==> config.mk <==
export PLATFORM = sky130hd
export DESIGN_NAME = decoder_4to16_buf
export DESIGN_NICKNAME = d
export VERILOG_FILES = /design/src/rtl/decoder_4to16_buf.sv
export SDC_FILE = /design/constraint.sdc
export NUM_CORES = 1
export LEC_CHECK = 0
export BUFFER_PORTS_ARGS = -buffer_cell sky130_fd_sc_hd__buf_2
export CAP_MARGIN = 40
export CORE_MARGIN = 2
export CORE_UTILIZATION = 52
export CTS_CLUSTER_DIAMETER = 100
export DETAILED_ROUTE_END_ITERATION = 6
export GPL_ROUTABILITY_DRIVEN = 1
export PLACE_DENSITY = 0.82
export SLEW_MARGIN = 20
export SYNTH_ARGS = -nofsm -noshare
export SYNTH_HDL_FRONTEND = slang
export SYNTH_SLANG_ARGS = --single-unit
export TNS_END_PERCENT = 1
==> constraint.sdc <==
create_clock -name clk -period 4.1 [get_ports clk]
set_input_delay 0.82 -clock clk [delete_from_list [all_inputs] [get_ports clk]]
set_output_delay 0.82 -clock clk [all_outputs]
set_load 0.02 [all_outputs]
==> src/rtl/decoder_4to16_buf.sv <==
// decoder_4to16_buf: FIFO-buffered 4-to-16 one-hot decoder with valid/ready ports and transfer counter
module decoder_4to16_buf #(
  parameter int DEPTH = 2,
  parameter int CNT_W = 8
) (
  input  logic             clk,
  input  logic             rst_n,
  input  logic             in_valid,
  input  logic [3:0]       in_code,
  output logic             in_ready,
  input  logic             out_ready,
  output logic             out_valid,
  output logic [15:0]      out_onehot,
  output logic [3:0]       out_code,
  output logic [CNT_W-1:0] xfer_cnt,
  output logic             overflow
);
  localparam int AW = $clog2(DEPTH);
  logic [3:0]       mem_q [DEPTH];
  logic [3:0]       mem_d [DEPTH];
  logic [AW-1:0]    wr_ptr_q, wr_ptr_d, rd_ptr_q, rd_ptr_d;
  logic [AW:0]      count_q, count_d;
  logic [CNT_W-1:0] xfer_cnt_q, xfer_cnt_d;
  logic             overflow_q, overflow_d;
  logic             push, pop;
  logic [3:0]       head;
  assign in_ready   = count_q != (AW+1)'(DEPTH);
  assign out_valid  = count_q != '0;
  assign head       = mem_q[rd_ptr_q];
  assign out_code   = out_valid ? head : 4'h0;
  assign out_onehot = out_valid ? 16'(1) << head : 16'h0000;
  assign xfer_cnt   = xfer_cnt_q;
  assign overflow   = overflow_q;
  // Next-state: handshakes, pointer advance (power-of-two wrap), occupancy and debug counters
  always_comb begin
    push       = in_valid & in_ready;
    pop        = out_valid & out_ready;
    mem_d      = mem_q;
    if (push) mem_d[wr_ptr_q] = in_code;
    wr_ptr_d   = push ? wr_ptr_q + AW'(1) : wr_ptr_q;
    rd_ptr_d   = pop ? rd_ptr_q + AW'(1) : rd_ptr_q;
    count_d    = count_q + (AW+1)'(push) - (AW+1)'(pop);
    xfer_cnt_d = xfer_cnt_q + CNT_W'(pop);
    overflow_d = overflow_q | (in_valid & ~in_ready);
  end
  // State registers; async reset discards all buffered entries
  always_ff @(posedge clk or negedge rst_n) begin
    if (!rst_n) begin
      for (int i = 0; i < DEPTH; i++) mem_q[i] <= 4'h0;
      wr_ptr_q   <= '0;
      rd_ptr_q   <= '0;
      count_q    <= '0;
      xfer_cnt_q <= '0;
      overflow_q <= 1'b0;
    end else begin
      mem_q      <= mem_d;
      wr_ptr_q   <= wr_ptr_d;
      rd_ptr_q   <= rd_ptr_d;
      count_q    <= count_d;
      xfer_cnt_q <= xfer_cnt_d;
      overflow_q <= overflow_d;
    end
  end
endmodule

==> impl_metrics.py, run 1 <==
metrics = {
    "outcome": {
        "outcome": "finished clean",
    },
    "pwr": {
        "powerDensity_mw_per_mm2": 851.0,
        "power.total_mw": 1.163,
        "p_switching_mw": 0.5700,
        "power_frac_comb_pct": 56.3,
        "pwr-share-seq_pct": 35.5,
        "p_int_mw": 0.5927,
        "p_leak_nw": 0.7103,
        "clkPwrFrac_pct": 8.1,
        "ir_worst_vdd_uv": 474.1,
        "netSwitchingFraction_pct": 49.02,
    },
    "synthesis": {
        "ys_seq_elements": 21,
        "netlist_area_mm2": 0.001131,
        "async_reset_ff_share_pct": 100.0,
        "yosysUniqueCellTypes": 32,
        "syn_nets": 122,
        "synth_most_common_cell": "dfrtp_1",
        "yosysTopAreaCell": "dfrtp_1",
        "synthDominantCellAreaShare_pct": 46.46,
        "synth_top_family_by_area": "simple AND/OR/NAND/NOR gates",
        "synth_common_cells": "21 x dfrtp_1, 20 x nor2_1, 9 x mux2_2, 7 x nor3_1, 6 x inv_1",
        "synth.area.mux_share_pct": 12.50,
        "yosys_warnings": 0,
        "synth_edf_count": 0,
        "synthAdderAreaFrac_pct": 2.212,
        "synth_xor_area_share_pct": 6.969,
        "syn_inst": 112,
        "synth_compound_area_share_pct": 7.522,
        "synth.area.top_cells": "dfrtp_1 46%, mux2_2 9.0%, nor2_1 6.6%",
        "seq_area_frac_synth_pct": 46.46,
        "synth_area_per_cell_um2": 10.10,
        "ys_dominant_reg_cell": "dfrtp_1",
        "synth_simple_gate_area_share_pct": 20.91,
    },
    "finish": {
        "layout-drive-gt1-share_pct": 38.16,
        "insertedDiodeCount": 0,
        "syn_to_final_growth_pct": 20.80,
        "final_net_count": 163,
        "fillers": 167,
        "stdcell_count": 179,
    },
    "cts": {
        "insertion_delay_ns": 0.29,
        "htreeDepth": 1,
        "clk_path_buf_depth": 2,
        "cts_root_buf": "clkbuf_4",
        "cts_resized": 0,
        "numCtsBuffers": 3,
        "cts_setup_buffers": 0,
        "postCtsHoldBufs": 0,
        "cts_tree": "built",
        "cts.clk_slew.worst_paths_ns": 0.12,
        "clock-sinks": 21,
    },
    "worst_setup_path": {
        "endpoint_kind": "output port",
        "critPathBufInv": 1,
        "crit_type": "reg -> out",
        "cpPeakStageDelay_ns": 0.62,
        "cp_top_family": "flip-flops",
        "slowest_stage": "dfrtp_1",
        "cp_max_fo": 12,
        "r2r_cells": 5,
        "start_kind": "flop",
        "cp.arrival_ns": 2.03,
        "crit_cells": 4,
        "path_cells": "mux2_2 > or3_1 > nor2_1 > buf_2",
        "worstPathRequired_ns": 3.28,
    },
    "drt": {
        "vias": 919,
        "first_pass_iters": 3,
        "wl_mm": 2.188,
        "antenna_left": 0,
        "wl_per_cell_um": 12.22,
        "via_per_inst": 5.134,
        "drc": 0,
        "drtIter0Drc": 17,
    },
    "sta": {
        "fin_crit_ns": 2.855,
        "fin_tns_setup_ns": 0,
        "setup_slack_ns": 1.245,
        "max_freq_mhz": 350.3,
        "finalSetupViolCount": 0,
        "fin_skew_ns": 0.009521,
        "finalMaxSlewViolations": 0,
        "post-route-period-util_pct": 69.62,
        "slew_headroom_pct": 69.86,
        "hold_violations": 0,
        "rsz0062_at_grt": "no",
        "worst_slew_pin_slew_ns": 0.4521,
    },
    "floorplanning": {
        "die_y_um": 50.64,
        "dieArea_mm2": 0.002564,
        "rows": 16,
        "die-width_um": 50.64,
        "initial_core_util_pct": 56.50,
        "io_pins": 39,
        "core_area_mm2": 0.002002,
    },
    "placement": {
        "globalplace.congestion": 0.7209,
        "portBuffers": 38,
        "preCtsSetupSlack_ns": 1.608,
        "dp.cells": 175,
        "dp_hpwl_mm": 1.766,
    },
    "global_route": {
        "overflow": 0,
        "first_global_vias": 854,
        "grt_pass1_wl_mm": 3.746,
        "antenna_found_initial": 0,
        "grt_max_degree": 22,
        "grt_usage_pct": 19.08,
    },
    "flow_run": {
        "drv_cap": 0,
    },
    "worst_hold_path": {
        "worstHoldPathType": "in -> async",
    },
}
-- worst paths after layout --
path	start	endpoint	slack [ns]
worst max-delay path	rd_ptr_q	out_onehot[3]	1.25
max in group asynchronous	rst_n	mem_q[5]	3.33
min in group clk	overflow	overflow	0.46
worst min register to register	overflow	overflow	0.46
worst min-delay path	rst_n	xfer_cnt[7]	0.45
worst max register to register	count_q[0]	xfer_cnt[6]	2.59
-- cell usage in the layout (no fill, tap or decap) --
| cell | instances |
|---|---|
| a21bo_2 | 1 |
| nand3_2 | 1 |
| a211oi_1 | 1 |
| buf_2 | 38 |
| dfrtp_1 | 21 |
| nor3_2 | 1 |
| o21bai_1 | 2 |
| nor2b_2 | 1 |
| o211ai_1 | 1 |
| and3_1 | 1 |
| nor2b_1 | 1 |
| nor3b_1 | 1 |
| mux2i_1 | 4 |
| nor2_1 | 20 |
| a32oi_1 | 2 |
| clkbuf_4 | 3 |
| or2_2 | 1 |
| ha_1 | 2 |
| and3b_2 | 1 |
| or3_1 | 1 |
| nor3_1 | 7 |
| a21o_1 | 1 |
| nand4_1 | 1 |
| clkinv_2 | 1 |
| nand2_1 | 4 |
| xor2_1 | 4 |
| nand3_1 | 4 |
| o21ai_0 | 4 |
| xnor2_1 | 5 |
| inv_1 | 6 |
| nand2b_1 | 1 |
| mux2_2 | 9 |
| and3_2 | 1 |
-- per-layer routing --
layer	vias up	part of all wire [%]	wire length [µm]	track usage (%)
met4	0	0.59	13	6.757
li1	465	-	-	-
met1	420	47	1025	25.00
met5	-	0	0	0
met2	32	47	1028	32.68
met3	2	5.5	120	2.083
-- cell type report --
cell class | instances | area, µm² | area share [%]
Clock buffer | 3 | 22.52 | 1.648
Clock inverter | 1 | 5.005 | 0.3663
Inverter | 6 | 22.52 | 1.648
Multi-Input combinational cell | 83 | 566.8 | 41.48
Sequential cell | 21 | 525.5 | 38.46
Tap cell | 27 | 33.78 | 2.473
Timing Repair Buffer | 38 | 190.2 | 13.92
-- worst register-to-register path, stage by stage, from the launching register on --
cell,delay [ns]
dfrtp_1,0.48
o211ai_1,0.40
inv_1,0.10
ha_1,0.23
nand3_1,0.11
xnor2_1,0.12
-- state kept, by name, indices dropped and copies added (netlist names) --
name      flops
mem_q         8
xfer_cnt      8
count_q       2
overflow      1
rd_ptr_q      1
wr_ptr_q      1
-- power by group through the flow --
| stage | registers [mW] | logic, mW | clock network, mW |
|---|---|---|---|
| CTS | 0.413 | 0.661 | 0.0986 |
| global route | 0.432 | 0.721 | 0.106 |
| global placement | 0.409 | 0.640 | 0 |
| floorplan | 0.418 | 0.472 | 0 |
| finish | 0.413 | 0.655 | 0.0945 |
| detailed placement | 0.417 | 0.657 | 0 |
-- per-stage QoR --
stage / cell area (µm²) / hold WS, ns / util, %
2_1_floorplan: 1131 / 0.4791 / -
3_3_place_gp: 1339 / 0.4323 / 66.88
3_5_place_dp: 1339 / 0.4391 / 66.88
4_1_cts: 1366 / 0.4544 / 68.25
5_1_grt: 1366 / 0.4738 / 68.25
6_report: 1366 / 0.4511 / 68.25
-- cells by family (layout without fill, tap and decap cells) --
kind of cell | after synthesis | in the layout
AOI/OAI and AO/OA | 12 | 12
adders and majority gates | 2 | 2
xor gates and xnor gates | 9 | 9
and+or+nand+nor | 47 | 47
buffers and inverters | 8 | 48
DFF | 21 | 21
muxes | 13 | 13
Power figures use the tool's default switching activity.
==> run 2, diff against run 1 <==
- CORE_UTILIZATION: 52 -> 49
- PLACE_DENSITY: 0.82 -> 0.78
- clock period: 4.1 -> 2.9 ns (I/O delays scaled with it)
==> run 2 against run 1 <==
- cell count increased by 0.56%
- critical path depth unchanged
- clock-buffer cell count increased by 1
- clock power increased by 44%
- global-route usage decreased by 1.3 points
- combinational power increased by 41%
- non-clock buffer count unchanged
- sequential share of layout area unchanged
- largest power group unchanged
==> impl_metrics.py, run 2 (same netlist as run 1, synthesis figures left out) <==
metrics = {
    "drt": {
        "drtIter0Drc": 12,
        "wl_per_cell_um": 12.36,
        "vias": 953,
        "first_pass_iters": 4,
        "via_per_inst": 5.294,
        "drc": 0,
        "antenna_left": 0,
        "wl_mm": 2.225,
    },
    "worst_setup_path": {
        "cpPeakStageDelay_ns": 0.61,
        "cp_max_fo": 12,
        "cp_top_family": "flip-flops",
        "crit_type": "reg -> out",
        "r2r-end": "xfer_cnt[6]",
        "worstPathRequired_ns": 2.32,
        "r2r_cells": 5,
        "rrSetupSlack_ns": 1.42,
        "critPathBufInv": 1,
        "start_kind": "flop",
        "slowest_stage": "dfrtp_1",
        "cp.arrival_ns": 2.01,
        "path_cells": "mux2_2 > or3_1 > nor2_1 > buf_2",
        "reg2reg_from": "count_q[0]",
        "endpoint_kind": "output port",
    },
    "sta": {
        "fin_crit_ns": 2.592,
        "finalSetupViolCount": 0,
        "worst_slew_pin_slew_ns": 0.4510,
        "rsz0062_at_grt": "no",
        "post-route-period-util_pct": 89.37,
        "setup_slack_ns": 0.3084,
        "slew_headroom_pct": 69.94,
        "fin_skew_ns": 0.003649,
        "hold_violations": 0,
        "max_freq_mhz": 385.9,
        "finalMaxSlewViolations": 0,
        "fin_tns_setup_ns": 0,
    },
    "floorplanning": {
        "rows": 17,
        "initial_core_util_pct": 51.63,
        "dieArea_mm2": 0.002709,
        "core_area_mm2": 0.002191,
        "io_pins": 39,
        "die-width_um": 52.05,
        "die_y_um": 52.05,
    },
    "global_route": {
        "first_global_vias": 829,
        "overflow": 0,
        "grt_pass1_wl_mm": 3.601,
        "grt_max_degree": 22,
        "antenna_found_initial": 0,
        "grt_usage_pct": 17.77,
    },
    "finish": {
        "final_net_count": 163,
        "layout_commonest_cell": "buf_2",
        "syn_to_final_growth_pct": 20.80,
        "layout-drive-gt1-share_pct": 37.50,
        "stdcell_count": 180,
        "insertedDiodeCount": 0,
        "final_cell_mix": "38 x buf_2, 21 x dfrtp_1, 20 x nor2_1, 9 x mux2_2, 7 x nor3_1",
        "post-route-util_pct": 62.36,
    },
    "flow_run": {
        "drv_cap": 0,
    },
    "cts": {
        "cts_root_buf": "clkbuf_4",
        "cts_setup_buffers": 0,
        "insertion_delay_ns": 0.29,
        "cts_tree": "built",
        "clock-sinks": 21,
        "postCtsHoldBufs": 0,
        "cts.clk_slew.worst_paths_ns": 0.11,
        "numCtsBuffers": 3,
        "clk_path_buf_depth": 2,
        "htreeDepth": 1,
        "cts_resized": 0,
    },
    "worst_hold_path": {
        "worstHoldPathType": "in -> async",
    },
    "placement": {
        "globalplace.congestion": 0.7398,
        "dp_hpwl_mm": 1.766,
        "dp.cells": 176,
        "portBuffers": 38,
        "preCtsSetupSlack_ns": 0.6362,
    },
    "pwr": {
        "powerDensity_mw_per_mm2": 1206,
        "p_leak_nw": 0.7076,
        "power.total_mw": 1.648,
        "ir_worst_vdd_uv": 624.2,
    },
    "outcome": {
        "outcome": "finished clean",
    },
}
==> run 2: cell types whose count changed in the layout (fill, tap and decap cells not counted), sizes merged <==
cell / delta
clkbuf: +1
clkinv: -1
==> run 2: how the worst max path moves through the flow <==
| stage | cells after the start | slack [ns] | endpoint | from |
|---|---|---|---|---|
| 2_1_floorplan | 4 | 0.87 | out_onehot[10] | count_q[0] |
| 4_1_cts | 4 | 0.29 | out_onehot[3] | rd_ptr_q |
| 3_5_place_dp | 4 | 0.64 | out_onehot[3] | rd_ptr_q |
| 5_1_grt | 4 | 0.22 | out_onehot[3] | rd_ptr_q |
| 6_report | 4 | 0.31 | out_onehot[3] | rd_ptr_q |
| 3_3_place_gp | 4 | 0.69 | out_onehot[3] | rd_ptr_q |
==> run 2: where the power goes <==
part	switching [mW]	internal, mW	leakage, nW
registers	0.165	0.422	0.252
clock network	0.0825	0.0534	0.0150
logic	0.560	0.365	0.441
==> run 2: final cells by class <==
cell class                 count  area (µm²)
clock buffer                   4       26.28
multi-input combinational     83       566.8
inverter                       6       22.52
sequential                    21       525.5
timing repair buffer          38       190.2
fill                         203       824.5
tap                           28       35.03
==> run 2: metrics by stage <==
step,hold WS (ns),cell area [µm²]
finish,0.2176,1366
global route,0.2424,1366
CTS,0.2340,1366
detailed placement,0.4396,1340
global placement,0.4344,1340
floorplan,0.2844,1131
==> run 2: worst reg2reg max path: stages, from the launching register on <==
cell and delay [ns]:
dfrtp_1 0.49, o211ai_1 0.37, inv_1 0.09, ha_1 0.24
nand3_1 0.11, xnor2_1 0.11
==> run 2: metal layers <==
layer | part of all wire [%] | track usage (%) | vias up
li1 | - | - | 468
met1 | 45 | 20.97 | 445
met2 | 48 | 32.91 | 38
met3 | 6.5 | 1.724 | 2
met4 | 0.54 | 6.579 | 0
met5 | 0 | 0 | -
